**config.mk**
```make
export PLATFORM = sky130hd
export DESIGN_NAME = noise_sequencer
export DESIGN_NICKNAME = d
export VERILOG_FILES = /design/src/rtl/noise_sequencer.sv
export SDC_FILE = /design/constraint.sdc
export NUM_CORES = 1
export LEC_CHECK = 0
export ABC_CLOCK_PERIOD_IN_PS = 2900
export BUFFER_PORTS_ARGS = -buffer_cell sky130_fd_sc_hd__buf_2
export CORE_MARGIN = 4
export CORE_UTILIZATION = 50
export DETAILED_ROUTE_END_ITERATION = 10
export PLACE_DENSITY = 0.78
export SKIP_CTS_REPAIR_TIMING = 1
export SLEW_MARGIN = 20
export SYNTH_ARGS = -nofsm -noshare
export SYNTH_HDL_FRONTEND = slang
export SYNTH_SLANG_ARGS = --single-unit
```
**constraint.sdc**
```tcl
create_clock -name CLK -period 2.9 [get_ports CLK]
set_input_delay 0.58 -clock CLK [delete_from_list [all_inputs] [get_ports CLK]]
set_output_delay 0.58 -clock CLK [all_outputs]
set_load 0.01 [all_outputs]
```
**src/rtl/noise_sequencer.sv**
```systemverilog
// rtl/noise_sequencer.sv - APU noise channel period/mode register, period counter and LFSR
//
// Purpose: holds the noise period/mode register. It counts down from the decoded period on
// APU-enabled cycles and shifts a 15-bit LFSR on every counter underflow.
//
// Ports:
//   CLK      in   system clock, all state on rising edge
//   RES      in   synchronous active-high reset
//   ACLK_EN  in   APU-cycle enable, counter/LFSR advance only when 1
//   WR       in   write strobe for the period/mode register
//   DIN      in   write data: [7] mode, [3:0] period index
//   NF       out  registered period index to the external decoder
//   NNF      in   decoded reload value (combinational from NF)
//   MODE     out  registered mode bit (selects feedback tap 6 instead of tap 1)
//   LFSR     out  shift register state
//   RND      out  random bit, LFSR[0]
//   STEP     out  pulse in every cycle the LFSR shifts
module noise_sequencer #(
  parameter int unsigned CNT_W     = 11,
  parameter logic [14:0] LFSR_INIT = 15'h0001
) (
  input  logic             CLK,
  input  logic             RES,
  input  logic             ACLK_EN,
  input  logic             WR,
  input  logic [7:0]       DIN,
  output logic [3:0]       NF,
  input  logic [CNT_W-1:0] NNF,
  output logic             MODE,
  output logic [14:0]      LFSR,
  output logic             RND,
  output logic             STEP
);

  typedef enum logic {
    S_RESET = 1'b0,
    S_RUN   = 1'b1
  } state_e;

  state_e           state_q, state_d;
  logic [3:0]       nf_q, nf_d;
  logic             mode_q, mode_d;
  logic [CNT_W-1:0] cnt_q, cnt_d;
  logic [14:0]      lfsr_q, lfsr_d;
  logic             step;
  logic             fb;

  // DIN[6:4] carry no function in this register.
  logic unused_din;
  assign unused_din = ^DIN[6:4];

  always_comb begin
    state_d = state_q;
    nf_d    = nf_q;
    mode_d  = mode_q;
    cnt_d   = cnt_q;
    lfsr_d  = lfsr_q;
    step    = 1'b0;
    fb      = lfsr_q[0] ^ (mode_q ? lfsr_q[6] : lfsr_q[1]);

    // RESET is left on the first cycle without RES; RES forces it back in the register.
    case (state_q)
      S_RESET: state_d = S_RUN;
      default: state_d = S_RUN;
    endcase

    // Register write never touches the counter; the new index only matters at the next reload.
    if (WR) begin
      nf_d   = DIN[3:0];
      mode_d = DIN[7];
    end

    // Reload and step use the current (pre-write) NF/MODE because both update at this edge.
    if (ACLK_EN && !RES) begin
      if (cnt_q == '0) begin
        step  = 1'b1;
        cnt_d = NNF;
        // All-zero state would lock the LFSR forever; re-seed instead of shifting.
        lfsr_d = (lfsr_q == '0) ? 15'h0001 : {fb, lfsr_q[14:1]};
      end else begin
        cnt_d = cnt_q - CNT_W'(1);
      end
    end
  end

  always_ff @(posedge CLK) begin
    if (RES) begin
      state_q <= S_RESET;
      nf_q    <= 4'h0;
      mode_q  <= 1'b0;
      cnt_q   <= '0;
      lfsr_q  <= LFSR_INIT;
    end else begin
      state_q <= state_d;
      nf_q    <= nf_d;
      mode_q  <= mode_d;
      cnt_q   <= cnt_d;
      lfsr_q  <= lfsr_d;
    end
  end

  assign NF   = nf_q;
  assign MODE = mode_q;
  assign LFSR = lfsr_q;
  assign RND  = lfsr_q[0];
  assign STEP = step;

endmodule

```
==> results.yml <==
routing:
  post_drt_via_cell_ratio: 5.52
  drc: 0
  routed_wl_mm: 3.33
  wl_per_cell_microns: 13.5
  ant_nets: 0
  dr.pass1.iters: 4
  vias: 1357
  drt_iter0_markers: 47
grt:
  grt_pass1_wl_mm: 5.64
  globalRouteTotalUtil_pct: 17.8
  antenna_found_initial: 0
  grt_overflow: 0
  grt_max_degree: 21
  grt_pass1_vias: 1254
cells_and_area:
  layout-drive-gt1-share_pct: 27.4
  area_delta_synth_final_pct: 20.0
  diodes: 0
  nFillCells: 252
  fin_nets: 239
synthesis:
  yosysWarnings: 0
  synth_fp_nets: 200
  synthCells: 175
  synth_edf_count: 0
  ys_ff_latch: 31
  yosysSeqAreaShare_pct: 42.0
  netlist.area_leader.share_pct: 42.0
  yosys.area.top_type: "dfxtp_1"
  synth_cell_type_count: 38
  async_flop_share_pct: 0
  syn_area_sq_um: 1480
  synth.area.top_cells: "dfxtp_1 (42%), nand2_1 (7.9%), mux2i_1 (6.1%), a21oi_1 (5.1%), nand2b_1 (3.8%)"
  synth_ff_type: "dfxtp_1"
  avgSynthCellArea_sq_um: 8.44
critical_path:
  cp_top_family: "simple AND/OR/NAND/NOR gates"
  rrSetupSlack_ns: 0.55
  path_cells: "inv_1, ha_1, or4b_4, nor4_2, buf_2"
  r2r-start: "cnt_q[0]"
  crit_arrival_ns: 2.11
  reg2reg_to: "LFSR[0]"
  crit_required_ns: 2.32
  critPathMaxStageDelay_ns: 0.56
  cp_max_fo: 9
  slowest_stage: "or4b_4"
  worstSetupPathType: "flip-flop to output port"
  critPathBufInv: 2
  reg2reg_depth: 6
  worstSetupStartpointType: "flip-flop"
  crit_path_end_kind: "output port"
floorplan:
  die-area_sq_um: 3890
  core_area_sq_um: 2780
  die_y_microns: 62.3
  rows: 19
  start_util_pct: 53.1
  io_pins: 45
  die_x_microns: 62.3
timing:
  hold_violations: 0
  drv_slew: 0
  max-slew-margin-rel_pct: 50.9
  period_share_pct: 92.7
  fmax_ghz: 0.372
  hold_ws_ns: 0.447
  rsz0062_at_grt: "no"
  tightest_slew_ns: 0.730
  setup_violations: 0
  clock_skew_ns: 0.00408
  tns_ns: 0
  timing.final.crit_period_ns: 2.69
clock_network:
  path_clk_slew_ns: 0.09
  clkSinkCount: 31
  numCtsBuffers: 5
  ctsLongestPathBuffers: 2
  clock_latency_ns: 0.34
  tritoncts: "built"
  clock-root-buffer: "clkbuf_4"
  cts_max_level: 2
placed_design:
  portBuffers: 41
  gp_congestion: 0.822
  dpl.hpwl_mm: 2.48
status:
  status: "finished clean"
power_and_ir_drop:
  p_per_area_nw_per_um2: 940
  leakagePower_uw: 0.000752
  peakVddDrop_mv: 0.960
hold_path:
  hp-start: "NNF[5]"
  holdPathEnd: "cnt_q[5]"
  hold_path_depth: 2
  hold_path_class: "input pin to flip-flop"
flow_run:
  maxCapViolCount: 0
[worst reg2reg max path, delay by kind of cell (launching register included)]
kind,cells,cell delay [ns]
and+or+nand+nor,2,1.21
buffers and inverters,1,0.11
DFF,1,0.35
adders and majority gates,1,0.21
AOI/OAI and AO/OA,2,0.35
[cells in the mapped netlist, types with 2 or more instances]
master / number
a21oi_1: 15
a311oi_1: 3
a31oi_1: 3
buf_2: 3
buf_4: 3
clkbuf_1: 4
dfxtp_1: 31
ha_1: 2
inv_1: 3
mux2i_1: 9
nand2_1: 31
nand2b_1: 9
nand3_1: 6
nor2_1: 11
nor3_1: 3
nor4_1: 4
o21ai_0: 6
o22ai_1: 2
or3_1: 4
or4_1: 5
[power breakdown]
group,switching (uW),internal [uW],leakage [uW]
registers,85.4,504,0.000253
logic,406,316,0.000451
clock network,151,204,0.0000482
[cells by family (layout without fill, tap and decap cells)]
group | Yosys count | after routing | share of synthesized area (%)
and+or+nand+nor | 82 | 82 | 29.3
AOI/OAI and AO/OA | 34 | 34 | 14.2
DFF | 31 | 31 | 42.0
buffers and inverters | 15 | 55 | 5.34
muxes | 10 | 10 | 6.86
adders and majority gates | 2 | 2 | 1.69
xor gates and xnor gates | 1 | 1 | 0.593
[stage by stage]
| stage | cell area, sq um | util [%] | total power [uW] | instances | setup WS (ns) |
|---|---|---|---|---|---|
| 6_report | 1770 | 63.7 | 1670 | 246 | 0.212 |
| 5_1_grt | 1770 | 63.7 | 1790 | 246 | 0.0970 |
| 4_1_cts | 1760 | 63.3 | 1650 | 246 | -0.0700 |
| 3_5_place_dp | 1680 | 60.2 | 1290 | 238 | 0.340 |
| 3_3_place_gp | 1680 | 60.2 | 1260 | 238 | 0.367 |
| 2_1_floorplan | 1480 | - | 1180 | 175 | 0.498 |
[state kept, by name (all words and copies together) (netlist names)]
| name | cells |
|---|---|
| cnt_q | 11 |
| NF | 4 |
| MODE | 1 |
| LFSR | 15 |
[cell type report]
cell class	instances	area [sq um]	area share, %
multi-input combinational	129	787	44.4
sequential	31	621	35.0
timing repair buffer	44	228	12.9
clock buffer	6	51.3	2.90
tap	31	38.8	2.19
clock inverter	2	35.0	1.98
inverter	3	11.3	0.636
[cell usage in the layout, fill, tap and decap left out, types with 2 or more instances in the layout]
cell type / netlist / final
nand2b_1: 9 / 9
nand3_1: 6 / 6
nor4_1: 4 / 3
clkbuf_4: 0 / 5
a21oi_1: 15 / 15
dfxtp_1: 31 / 31
nor3_1: 3 / 3
buf_2: 3 / 41
buf_4: 3 / 3
inv_1: 3 / 3
or4_1: 5 / 5
ha_1: 2 / 2
a31oi_1: 3 / 3
nand2_1: 31 / 31
o22ai_1: 2 / 2
or3_1: 4 / 4
o21ai_0: 6 / 6
mux2i_1: 9 / 9
nor2_1: 11 / 11
a311oi_1: 3 / 3
[metal layers]
layer / vias to the layer above / part of all wire (%) / global-route usage [%]
met3: 7 / 5.8 / 6.85
met2: 38 / 48 / 28.1
met5: - / 0 / 0
met1: 610 / 45 / 21.9
li1: 702 / - / -
met4: 0 / 1.7 / 6.37
[how the worst max path moves through the flow]
| stage | from | end | slack (ns) | depth (start not counted) |
|---|---|---|---|---|
| 3_3_place_gp | cnt_q[0] | STEP | 0.37 | 5 |
| 3_5_place_dp | cnt_q[0] | STEP | 0.34 | 5 |
| 6_report | cnt_q[0] | STEP | 0.21 | 5 |
| 4_1_cts | cnt_q[0] | STEP | -0.07 | 5 |
| 5_1_grt | cnt_q[0] | STEP | 0.1 | 5 |
| 2_1_floorplan | cnt_q[0] | STEP | 0.50 | 5 |
(Power assumes the default switching activity.)
